[config.mk]
export PLATFORM = sky130hd
export DESIGN_NAME = bus_mux_reg
export DESIGN_NICKNAME = d
export VERILOG_FILES = /design/src/rtl/bus_mux_reg.sv
export SDC_FILE = /design/constraint.sdc
export NUM_CORES = 1
export LEC_CHECK = 0
export ABC_AREA = 1
export BUFFER_PORTS_ARGS = -buffer_cell sky130_fd_sc_hd__buf_2
export CAP_MARGIN = 10
export CORE_AREA = 2 2 325 327
export DETAILED_ROUTE_END_ITERATION = 7
export DIE_AREA = 0 0 327 329
export GPL_ROUTABILITY_DRIVEN = 0
export HOLD_SLACK_MARGIN = 0.12
export PLACE_DENSITY_LB_ADDON = 0.05
export RECOVER_POWER = 25
export SYNTH_ARGS = -nofsm -noshare
export SYNTH_HDL_FRONTEND = slang
export SYNTH_SLANG_ARGS = --single-unit
[constraint.sdc]
create_clock -name clock -period 2.35 [get_ports clock]
set_input_delay 0.235 -clock clock [delete_from_list [all_inputs] [get_ports clock]]
set_output_delay 0.235 -clock clock [all_outputs]
set_load 0.02 [all_outputs]
[src/rtl/bus_mux_reg.sv]
// Registered priority bus multiplexer with conflict detection and a configurable idle policy.
// Define BUS_PARITY_EN to add the registered even-parity output bus_par.
module bus_mux_reg #(
    parameter int unsigned WIDTH     = 32,
    parameter int unsigned NUM_SRC   = 24,
    parameter int unsigned SEL_W     = $clog2(NUM_SRC),
    parameter int unsigned HOLD_IDLE = 1,
    parameter int unsigned CNT_W     = 8
) (
    input  logic                     clock,
    input  logic                     clear,
    input  logic [NUM_SRC*WIDTH-1:0] src_data,
    input  logic [NUM_SRC-1:0]       src_out,
    input  logic                     conflict_clr,
    output logic [WIDTH-1:0]         bus_out,
    output logic                     bus_valid,
    output logic [SEL_W-1:0]         bus_src,
    output logic                     conflict,
    output logic                     conflict_sticky,
`ifdef BUS_PARITY_EN
    output logic                     bus_par,
`endif
    output logic [CNT_W-1:0]         conflict_cnt
);

    logic [WIDTH-1:0] bus_d, bus_q;
    logic             valid_d, valid_q;
    logic [SEL_W-1:0] src_d, src_q;
    logic             conf_d, conf_q;
    logic             sticky_d, sticky_q;
    logic [CNT_W-1:0] cnt_d, cnt_q;
    logic             par_d, par_q;

    logic [WIDTH-1:0] sel_data;
    logic [SEL_W-1:0] sel_idx;
    logic             any_act;
    logic             multi_act;

    // Scan downwards so the lowest-numbered active strobe is the last one written.
    always_comb begin
        sel_data = '0;
        sel_idx  = '0;
        for (int i = NUM_SRC - 1; i >= 0; i--) begin
            if (src_out[i]) begin
                sel_data = src_data[i*WIDTH +: WIDTH];
                sel_idx  = SEL_W'(i);
            end
        end
    end

    assign any_act   = |src_out;
    assign multi_act = |(src_out & (src_out - NUM_SRC'(1)));

    always_comb begin
        bus_d    = bus_q;
        valid_d  = 1'b0;
        src_d    = src_q;
        par_d    = par_q;
        conf_d   = multi_act;
        sticky_d = sticky_q;
        cnt_d    = cnt_q;

        if (any_act) begin
            bus_d   = sel_data;
            valid_d = 1'b1;
            src_d   = sel_idx;
            par_d   = ^sel_data;
        end else if (HOLD_IDLE == 0) begin
            bus_d = '0;
            par_d = 1'b0;
        end

        // A clear request wins over a conflict in the same cycle.
        if (conflict_clr) begin
            sticky_d = 1'b0;
            cnt_d    = '0;
        end else if (multi_act) begin
            sticky_d = 1'b1;
            if (cnt_q != {CNT_W{1'b1}}) begin
                cnt_d = cnt_q + CNT_W'(1);
            end
        end
    end

    always_ff @(posedge clock or negedge clear) begin
        if (!clear) begin
            bus_q    <= '0;
            valid_q  <= 1'b0;
            src_q    <= '0;
            conf_q   <= 1'b0;
            sticky_q <= 1'b0;
            cnt_q    <= '0;
            par_q    <= 1'b0;
        end else begin
            bus_q    <= bus_d;
            valid_q  <= valid_d;
            src_q    <= src_d;
            conf_q   <= conf_d;
            sticky_q <= sticky_d;
            cnt_q    <= cnt_d;
            par_q    <= par_d;
        end
    end

    assign bus_out         = bus_q;
    assign bus_valid       = valid_q;
    assign bus_src         = src_q;
    assign conflict        = conf_q;
    assign conflict_sticky = sticky_q;
    assign conflict_cnt    = cnt_q;

`ifdef BUS_PARITY_EN
    assign bus_par = par_q;
`else
    logic unused_par;
    assign unused_par = par_q;
`endif

endmodule

# Yosys cells after proc, flatten, opt, wreduce, memory -nomap -nowiden
# Index checks and enable logic that the tools add are counted.
[totals]
reg_bits = 48
elab_cells = 69
input_bits = 795
[classes]
eq_ne = 1
bitwise_logic = 1
n_mux = 54
add_sub_neg = 2
reduce_logical = 5
[ops]
columns = ["operator", "n"]
rows = [
  ["2-to-1 mux 32 bit", 24],
  ["2-to-1 mux 5 bit", 24],
  ["OR reduction 24 bit", 2],
  ["bitwise AND 24 bit", 1],
  ["2-to-1 mux 8 bit", 3],
  ["subtractor 24 x 1 -> 24 bit, second input constant", 1],
  ["adder 8 x 1 -> 8 bit, second input constant", 1],
  ["!= test 8 bit, second input constant", 1],
  ["nonzero test 2 bit", 2],
  ["2-to-1 mux 1 bit", 3],
  ["AND reduction 2 bit", 1],
]

# Depth between registers and ports, before layout
# Gate-level depths: netlist of the first run.
[depth]
word_depth = 24
ltp_mapped = 24

# Worst setup path before layout of the first run
# OpenSTA, ideal clock, no wires.
[synth_path]
kind = "input -> register"
startpoint = "input port src_out[6]"
endpoint = "register cnt_q[1] (netlist: conflict_cnt[1])"
cell_stages = 16
slack_ps = 559
t_arrival_ps = 1717
path_buffers = 1
setup_time_ps = 74
path_cell_list = "buf_2 nor2_4 nand2_2 nor2_4 nand2_2 inv_2 nand2_2 o21ai_2 nand3_1 a21oi_1 nand4_1 nor2_2 inv_2 nand2_4 nand2_2 a21oi_2"
[synth_between]
elab_chain_len = 5
[synth_lines]
columns = ["item", "line_no", "source"]
rows = [
  ["from (decl)", "13", "input logic [NUM_SRC-1:0] src_out,"],
  ["subtractor 24 x 1 -> 24 bit", "52", "assign multi_act = |(src_out & (src_out - NUM_SRC'(1)));"],
  ["bitwise AND 24 bit *", "52", ""],
  ["OR reduction 24 bit *", "52", ""],
  ["named net conf_d", "29", "logic conf_d, conf_q;"],
  ["nonzero test 2 bit (no line) *", "--", ""],
  ["AND reduction 2 bit (no line) *", "--", ""],
  ["to (signal assigned)", "100", "cnt_q <= cnt_d;"],
  ["to (decl)", "31", "logic [CNT_W-1:0] cnt_d, cnt_q;"],
]
# Mark *: on every way through the listed nets, which the timed path passes. The rest lies on a longest branch.
# A chain may end at the register's enable or synchronous reset.

# Worst setup path after layout of the first run
[layout_path]
startpoint = "input port src_out[10]"
endpoint = "register bus_q[11] (netlist: bus_out[11])"
[layout_between]
elab_chain_len = 11
word_cells_on_any_way = 12
classes_between = "mux: 11; reduce/logical: 1"
[layout_lines]
columns = ["item", "line_no", "source"]
rows = [
  ["2-to-1 mux 32 bit (11 in a row)", "44", "if (src_out[i]) begin"],
  ["to (signal assigned)", "95", "bus_q <= bus_d;"],
  ["to (decl)", "26", "logic [WIDTH-1:0] bus_d, bus_q;"],
]
# Parallel ways exist; a longest one is shown, timed or not.

==> impl_metrics.json, run 1 <==
{
  "power_density_mw_per_mm2": 288,
  "synth.distinct_cells": 41,
  "switchingPower_mw": 2.14,
  "detail-route-antenna-nets": 0,
  "clock-root-buffer": "clkbuf_16",
  "grt_pass1_wl_um": 134000,
  "rows": 119,
  "die_w_um": 327,
  "yosysSeqAreaShare": 0.129,
  "fin_total_pwr_mw": 4.86,
  "peakVddDrop_uv": 214,
  "dp.cells": 4101,
  "die_area_mm2": 0.108,
  "cp_num_buf_inv": 3,
  "syn_inst": 1818,
  "initialDrtViolationCount": 710,
  "multi_input_area_mm2": 0.00751,
  "r2r-end": "conflict_cnt[1]$_DFFE_PN0P_",
  "core_mm2": 0.104,
  "cp_max_fo": 9,
  "dp_hpwl_um": 87800,
  "maxCapViolations": 0,
  "grt-ovfl-total": 0,
  "fmax_mhz": 463,
  "io_buffers": 842,
  "path_cells": "buf_2 -> buf_4 -> nor2_1 -> a221oi_1 -> buf_4 -> nand2_1 -> nand2_1 -> nand2_1 -> nand2_1 -> nand2_1 -> nand2_1 -> nand2_1 -> a21oi_1 -> nor2_1",
  "syn-num-nets": 2614,
  "synth.avg_cell_area_um2": 5.14,
  "vias": 16300,
  "min_period_ns": 2.16,
  "final_util": 0.162,
  "cpMostUsedCell": "nand2_1",
  "final_cells": 4127,
  "area_growth_pct": 80.9,
  "drive_above_1_share": 0.412,
  "p_int_mw": 2.72,
  "num_io_pins": 843,
  "p_leak_nw": 8.52,
  "grt_max_degree": 37,
  "critical-path-max-stage-delay_ns": 0.72,
  "cts_max_path_buffers": 2,
  "clock_sinks": 48,
  "p_comb_frac": 0.594,
  "timing.final.hold_violations": 0,
  "crit_family": "simple AND/OR/NAND/NOR gates",
  "gr-usage-all-layers": 0.175,
  "crit_path_start_kind": "input pin",
  "cts_buffers": 5,
  "cp.arrival_ns": 2.41,
  "startpoint": "src_out[10]",
  "rr_startpoint": "conflict_cnt[0]$_DFFE_PN0P_",
  "fin_crit_sh": 0.919,
  "relSlewSlack": 0.0567,
  "clk_pin_slew_worst_paths_ns": 0.09,
  "layout.nets": 3519,
  "skew_ns": 0.00363,
  "ys_ff_latch": 48,
  "antenna_found_initial": 53,
  "finalSetupViolCount": 0,
  "drv_slew": 0,
  "grt_pass1_vias": 17300,
  "ff_latch_area_mm2": 0.00120,
  "die-height_um": 329,
  "cts_tree": "yes",
  "ys_warn_count": 0,
  "status": "finished, final reports clean",
  "start_util": 0.0895,
  "crit_cells": 14,
  "routed_via_density": 3.94,
  "worst-setup-path-type": "input pin to flop",
  "rsz0062_at_grt": "yes",
  "swShare": 0.440,
  "hold_class": "input pin to flop",
  "wirelength_um": 98600,
  "wl_per_cell_um": 23.9,
  "critPathRequiredTime_ns": 2.60,
  "ff2ff_path_depth": 7,
  "worst_pin_slew_ns": 1.41,
  "cp-endpoint": "bus_out[11]$_DFFE_PN0P_",
  "fillCellCount": 12400,
  "htreeDepth": 2,
  "clk_latency_ns": 0.30,
  "rrSetupSlack_ns": 0.52,
  "first_pass_iters": 5,
  "end_kind": "flop",
  "slowest_stage": "nor2_1",
  "syn_area_mm2": 0.00934,
  "p_seq_frac": 0.193,
  "clkPwrFrac": 0.212,
  "drc": 0
}
-- worst min-delay path by stage --
stage            startpoint                          end  slack, ns  depth (start not counted)
2_1_floorplan         clear       bus_out[0]$_DFFE_PN0P_      -0.06                          0
3_3_place_gp          clear       bus_out[3]$_DFFE_PN0P_       0.29                          1
3_5_place_dp          clear       bus_out[3]$_DFFE_PN0P_       0.28                          1
4_1_cts        conflict_clr  conflict_cnt[1]$_DFFE_PN0P_       0.18                          2
5_1_grt        conflict_clr  conflict_cnt[1]$_DFFE_PN0P_       0.19                          2
6_report       conflict_clr  conflict_cnt[1]$_DFFE_PN0P_       0.20                          2
-- cells by family (layout without fill, tap and decap cells) --
kind of cell,Yosys count,in the layout,synth area share
other,0,12,0
adder cells (fa/ha/maj),1,1,0.00134
AO/OA/AOI/OAI,378,378,0.281
XOR/XNOR,5,5,0.00469
flip-flops,48,48,0.129
buffers and inverters,191,1097,0.0823
AND/OR/NAND/NOR,1195,1195,0.502
-- per-layer routing --
metal | share of wire | track usage
met1 | 0.39 | 0.201
met2 | 0.53 | 0.343
met3 | 0.060 | 0.0343
met4 | 0.010 | 0.0155
met5 | 0.0031 | 0
-- cell type report --
type	instances	area share
Multi-Input combinational cell	1579	0.445
Timing Repair Buffer	1046	0.357
Tap cell	1391	0.103
Sequential cell	48	0.0711
Inverter	42	0.00978
Clock buffer	5	0.00741
Clock inverter	3	0.00407
Antenna cell	12	0.00178
Timing Repair inverter	1	0.000445
-- cell usage after synthesis --
library cell    n  share of area
buf_1           2        0.00080
nor2_4          5         0.0060
buf_6           2         0.0024
o21ai_0        60          0.032
or2_4           1        0.00094
o21ai_2         1        0.00094
o31ai_1         1        0.00080
xor2_1          4         0.0038
o22ai_1         2         0.0013
a31oi_1        21          0.014
nand2_4         1         0.0012
a21oi_1        86          0.046
nand3_4         1         0.0019
nand3b_1        1        0.00080
a221oi_1      160           0.15
clkbuf_1      118          0.047
nand3_1        32          0.017
ha_1            1         0.0013
clkinv_1        4         0.0016
a2111o_1        1         0.0012
a21boi_0        1        0.00080
a211oi_1        1        0.00080
o21ai_1        11         0.0059
buf_4           1        0.00080
inv_2           5         0.0020
nand2_2         4         0.0027
xnor2_1         1        0.00094
a2111oi_1       1         0.0011
nor3_1          9         0.0048
nor2_1        500           0.20
nor3b_1         1        0.00080
dfrtp_1        48           0.13
a21oi_2         1        0.00094
nand2_1       613           0.25
inv_1          33          0.013
nor2_2          6         0.0040
a22oi_1        30          0.024
buf_2          26          0.014
or2_2          14         0.0094
o2111ai_1       1        0.00094
nand4_1         7         0.0047
-- state kept, by name, summed over array words and instances (netlist names) --
register         flops
bus_valid            1
conflict_sticky      1
bus_src              5
conflict             1
conflict_cnt         8
bus_out             32
-- cells in the final DEF (no fill, tap or decap), drive strengths merged, types with 9 or more instances in the layout --
cell type and n:
buf 1027, nand2 618, nor2 511, a221oi 160, a21oi 87, o21ai 72, dfrtp 48, inv 38
nand3 33, a22oi 30, clkbuf 23, a31oi 21, or2 15, diode 12, nor3 9
-- what timing repair did --
item	CTS	global route
setup buffers	0	4
endpoints found under the setup margin	10	40
gates cloned	0	1
pin swaps	0	9
endpoints found under the hold margin	18	0
gates resized for setup	9	58
hold buffers	1	0
-- stage by stage --
stage | hold WS (ns) | setup slack, ns | setup TNS (ns) | area (um^2)
after global placement | 0.287 | -0.743 | -15.33 | 16500
after detailed placement | 0.279 | -0.554 | -12.08 | 16500
final | 0.195 | 0.190 | 0 | 16900
after floorplan | -0.0606 | 0.559 | 0 | 9340
after CTS | 0.183 | -0.00749 | -0.00749 | 16700
after global routing | 0.192 | -0.0368 | -0.0618 | 16900
-- power by group through the flow --
stage	combinational, mW	clock, mW	sequential, mW
floorplan	1.07	0	1.01
detailed placement	2.93	0	0.957
CTS	2.95	1.08	0.942
finish	2.89	1.03	0.938
global placement	2.95	0	0.957
global route	3.21	1.11	0.947
(Power assumes the default switching activity.)
==> run 2: changes to the inputs <==
PLACE_DENSITY = 0.33   (was not set)
PLACE_DENSITY_LB_ADDON = not set   (was 0.05)
==> impl_metrics.json, run 2 (synthesis gave the netlist of run 1 again) <==
{
  "rows": 119,
  "critPathRequiredTime_ns": 2.60,
  "fin_crit_sh": 0.943,
  "largest_reg_flops": 32,
  "grt_pass1_vias": 16300,
  "clock_sinks": 48,
  "num_io_pins": 843,
  "drive_above_1_share": 0.421,
  "cp.arrival_ns": 2.46,
  "final_common_cell": "buf_2",
  "whs_ns": 0.182,
  "peakVddDrop_uv": 248,
  "rsz0062_at_grt": "yes",
  "io_buffers": 842,
  "final_util": 0.163,
  "slowest_stage": "buf_4",
  "antenna_found_initial": 32,
  "clk_latency_ns": 0.31,
  "area_growth_pct": 81.8,
  "p_leak_nw": 8.61,
  "p_seq_frac": 0.198,
  "crit_path_start_kind": "input pin",
  "placed_cell_area_mm2": 0.0166,
  "status": "finished, final reports clean",
  "start_util": 0.0895,
  "worst_pin_slew_ns": 1.13,
  "fmax_mhz": 451,
  "cts_tree": "yes",
  "hold_class": "input pin to flop",
  "initialDrtViolationCount": 757,
  "clock-root-buffer": "clkbuf_16",
  "drv_slew": 0,
  "end_kind": "flop",
  "layout.nets": 3526,
  "wirelength_um": 90400,
  "min_period_ns": 2.22,
  "htreeDepth": 2,
  "cts_max_path_buffers": 2,
  "switchingPower_mw": 2.13,
  "final_cell_mix": "buf_2, nand2_1, nor2_1",
  "die_area_mm2": 0.108,
  "path_cells": "buf_2 -> inv_2 -> buf_4 -> nand2_1 -> inv_1 -> nand4_1 -> o21ai_1 -> nand3_1 -> a21oi_1 -> buf_4 -> nand4_1 -> nor2_4 -> inv_2 -> nand2_4 -> nand2_2 -> a21oi_2",
  "dp_hpwl_um": 79400,
  "timing.final.hold_violations": 0,
  "p_int_mw": 2.55,
  "skew_ns": 0.00236,
  "critical-path-max-stage-delay_ns": 0.25,
  "drc": 0,
  "wl_per_cell_um": 21.8,
  "rr_startpoint": "conflict_cnt[1]$_DFFE_PN0P_",
  "first_pass_iters": 5,
  "finalSetupViolCount": 0,
  "swShare": 0.456,
  "cp_max_fo": 13,
  "design_area_mm2": 0.0170,
  "dp.cells": 4108,
  "min-delay-start": "conflict_clr",
  "routed_via_density": 3.88,
  "core_mm2": 0.104,
  "cp_num_buf_inv": 6,
  "clkPwrFrac": 0.183,
  "gr-usage-all-layers": 0.159,
  "power_density_mw_per_mm2": 276,
  "crit_family": "buffers and inverters",
  "die-height_um": 329,
  "worst-setup-path-type": "input pin to flop",
  "startpoint": "src_out[20]",
  "cts_buffers": 5,
  "final_cells": 4136,
  "grt_pass1_wl_um": 122000,
  "maxCapViolations": 0,
  "grt_max_degree": 37,
  "grt-ovfl-total": 0,
  "p_comb_frac": 0.619,
  "detail-route-antenna-nets": 0,
  "rrSetupSlack_ns": 0.62,
  "clk_pin_slew_worst_paths_ns": 0.07,
  "vias": 16100,
  "relSlewSlack": 0.245,
  "die_w_um": 327
}
## run 2: cell count changes in the layout (fill, tap and decap cells not counted), sizes merged, moves of 2 or more
cell,previous run,this run
bufinv,2,0
clkbuf,23,10
clkinvlp,3,1
diode,12,14
buf,1027,1049
## run 2: cell type report
cell class | count | area [um^2]
Antenna cell | 14 | 35.0
Clock buffer | 6 | 139
Clock inverter | 2 | 13.8
Fill cell | 12500 | 87400
Inverter | 42 | 164
Multi-Input combinational cell | 1579 | 7530
Sequential cell | 48 | 1200
Tap cell | 1391 | 1740
Timing Repair Buffer | 1054 | 6160
## run 2: power groups by stage
| stage | registers (mW) | logic (mW) | clock network [mW] |
|---|---|---|---|
| 2_1_floorplan | 1.01 | 1.07 | 0 |
| 3_3_place_gp | 0.940 | 2.92 | 0 |
| 3_5_place_dp | 0.940 | 2.90 | 0 |
| 4_1_cts | 0.926 | 2.92 | 0.902 |
| 5_1_grt | 0.934 | 3.19 | 0.925 |
| 6_report | 0.925 | 2.90 | 0.857 |
## run 2: metal layers
| metal | up-vias | global-route usage | part of all wire | wire length [um] |
|---|---|---|---|---|
| met2 | 653 | 0.283 | 0.49 | 44600 |
| li1 | 7952 | - | - | - |
| met5 | - | 0.00435 | 0.0012 | 108 |
| met3 | 74 | 0.0329 | 0.059 | 5360 |
| met4 | 18 | 0.0316 | 0.019 | 1680 |
| met1 | 7363 | 0.197 | 0.43 | 38600 |
## run 2: per-stage QoR
step | TNS [ns] | worst slack, ns | total power [mW]
6_report | 0 | 0.134 | 4.68
5_1_grt | -0.341 | -0.0542 | 5.05
4_1_cts | -0.00259 | -0.00259 | 4.75
3_5_place_dp | -13.55 | -0.668 | 3.84
3_3_place_gp | -14.48 | -0.669 | 3.86
2_1_floorplan | 0 | 0.559 | 2.08
## run 2: repair_timing
| action | CTS | global route |
|---|---|---|
| resized for setup | 20 | 47 |
| pin swaps | 1 | 6 |
| gates cloned | 0 | 1 |
| hold buffers | 1 | 0 |
| setup buffers | 0 | 4 |
| setup endpoints to repair | 20 | 31 |
| endpoints found under the hold margin | 16 | 0 |
## run 2: final timing paths
kind	endpoint	depth (start not counted)
setup / recovery	conflict_cnt[1]$_DFFE_PN0P_	16
hold reg to reg	bus_out[27]$_DFFE_PN0P_	2
min in group asynchronous	bus_out[16]$_DFFE_PN0P_	2
hold / removal	conflict_cnt[1]$_DFFE_PN0P_	2
max in group asynchronous	conflict_cnt[4]$_DFFE_PN0P_	3
setup reg to reg	conflict_cnt[1]$_DFFE_PN0P_	7
==> run 3: changes to the inputs <==
CORE_AREA = 2 2 326 328   (was 2 2 325 327)
DIE_AREA = 0 0 328 330   (was 0 0 327 329)
PLACE_DENSITY = 0.34   (was 0.33)
clock period = 1.9 ns   (was 2.35 ns; I/O delays follow)
==> impl_metrics.json, run 3 (synthesis gave the netlist of run 1 again) <==
{
  "status": "complete, but fails checks",
  "violations": "setup timing",
  "first_pass_iters": 5,
  "end_kind": "flop",
  "path_cells": "buf_12 -> clkinvlp_4 -> buf_6 -> buf_4 -> nand3_2 -> nand2_1 -> nand2_1 -> nand2_1 -> nand2_1 -> nand2_2 -> nand2_2 -> nand2_2 -> nand2_2 -> nand2_2 -> nand2_4 -> nand2_2 -> nand2_1 -> nand2_1 -> nand2_1 -> nand2_1 -> nand2_1 -> nand2_1 -> a21oi_2 -> nor2_1",
  "cp-endpoint": "bus_out[7]$_DFFE_PN0P_",
  "finalSetupViolCount": 6,
  "die_area_mm2": 0.108,
  "cp_max_fo": 8,
  "grt_max_degree": 39,
  "fin_total_pwr_mw": 6.49,
  "drive_above_1_share": 0.552,
  "fillCellCount": 12300,
  "rr_startpoint": "conflict_cnt[1]$_DFFE_PN0P_",
  "worst-setup-path-type": "input pin to flop",
  "crit_family": "simple AND/OR/NAND/NOR gates",
  "cp_num_buf_inv": 4,
  "routed_via_density": 3.94,
  "htreeDepth": 2,
  "final_util": 0.186,
  "cts_max_path_buffers": 2,
  "layout.nets": 3586,
  "critPathRequiredTime_ns": 2.12,
  "skew_ns": 0.00131,
  "grt_pass1_wl_um": 124000,
  "cpMostUsedCell": "nand2_1",
  "dp.cells": 4139,
  "core_mm2": 0.105,
  "ff2ff_path_depth": 6,
  "rsz0062_at_grt": "yes",
  "startpoint": "src_out[22]",
  "die-height_um": 330,
  "dp_hpwl_um": 81400,
  "crit_path_start_kind": "input pin",
  "drc": 0,
  "vias": 16500,
  "clk_pin_slew_worst_paths_ns": 0.08,
  "wl_per_cell_um": 22.5,
  "drv_slew": 0,
  "min_period_ns": 2.00,
  "clk_latency_ns": 0.31,
  "fin_crit_sh": 1.05,
  "gr-usage-all-layers": 0.162,
  "wirelength_um": 94400,
  "rrSetupSlack_ns": 0.13,
  "maxCapViolations": 0,
  "grt-ovfl-total": 0,
  "num_io_pins": 843,
  "grt_pass1_vias": 16500,
  "die_w_um": 328,
  "multi_input_area_mm2": 0.00911,
  "final_cells": 4190,
  "crit_cells": 24,
  "antenna_found_initial": 32,
  "p_leak_nw": 9.46,
  "clock_sinks": 48,
  "start_util": 0.0892,
  "setup-tns-final_ns": -0.136,
  "critical-path-max-stage-delay_ns": 0.19,
  "io_buffers": 842,
  "hold_class": "input pin to flop",
  "peakVddDrop_uv": 275,
  "clock-root-buffer": "clkbuf_16",
  "timing.final.ws_setup_ns": -0.0969,
  "initialDrtViolationCount": 796,
  "largest_reg_flops": 32,
  "cp.arrival_ns": 2.21,
  "power_density_mw_per_mm2": 333,
  "r2r-end": "conflict_cnt[7]$_DFFE_PN0P_",
  "design_area_mm2": 0.0195,
  "final_cell_mix": "buf_2, nor2_1, nand2_1",
  "fmax_mhz": 501,
  "cts_buffers": 5,
  "min-delay-start": "conflict_clr",
  "area_growth_pct": 109,
  "relSlewSlack": 0.176,
  "final_common_cell": "buf_2",
  "rows": 119,
  "detail-route-antenna-nets": 0,
  "timing.final.hold_violations": 0,
  "worst_pin_slew_ns": 1.24,
  "cts_tree": "yes",
  "slowest_stage": "buf_6",
  "ff_latch_area_mm2": 0.00120,
  "placed_cell_area_mm2": 0.0169
}
==> run 3: through the flow <==
step / setup WS, ns / hold WS (ns)
2_1_floorplan: 0.154 / -0.106
3_3_place_gp: -1.07 / 0.212
3_5_place_dp: -1.09 / 0.212
4_1_cts: -0.0694 / 0.131
5_1_grt: -0.192 / 0.152
6_report: -0.0969 / 0.149
==> run 3: cell type report <==
type	count	area share
clock buffer	5	0.00642
antenna	8	0.00103
timing repair buffer	1114	0.363
clock inverter	3	0.00218
tap	1391	0.0893
sequential	48	0.0616
inverter	42	0.00969
multi-input combinational	1579	0.467
==> run 3: where the power goes <==
part | total, mW | internal (mW) | switching [mW]
sequential | 1.15 | 1.10 | 0.0538
combinational | 4.21 | 1.83 | 2.38
clock | 1.13 | 0.623 | 0.510
==> run 3: routing by layer <==
layer,share of wire,global-route usage
met1,0.43,0.208
met2,0.50,0.291
met3,0.057,0.0214
met4,0.017,0.0234
met5,0.00089,0
==> run 3: how the worst min path moves through the flow <==
| stage | to | slack, ns | cells past startpoint |
|---|---|---|---|
| CTS | conflict_cnt[1]$_DFFE_PN0P_ | 0.13 | 2 |
| global placement | bus_out[19]$_DFFE_PN0P_ | 0.21 | 1 |
| detailed placement | bus_out[19]$_DFFE_PN0P_ | 0.21 | 1 |
| global route | conflict_cnt[1]$_DFFE_PN0P_ | 0.15 | 2 |
| finish | conflict_cnt[1]$_DFFE_PN0P_ | 0.15 | 2 |
| floorplan | bus_out[0]$_DFFE_PN0P_ | -0.11 | 0 |
==> run 3: timing repair <==
action | CTS | global route
hold buffers | 1 | 0
buffers inserted | 12 | 15
hold endpoints to repair | 15 | 0
gates cloned | 1 | 8
pin swaps | 65 | 165
resized for setup | 286 | 298
endpoints found under the setup margin | 45 | 46
==> run 3: worst register-to-register path: stages (launching register included) <==
cell and delay (ns):
dfrtp_1 0.42, ha_1 0.21, nand2_1 0.07, nor3_1 0.35, nand4_1 0.35, nand3_1 0.19, nand2_1 0.06
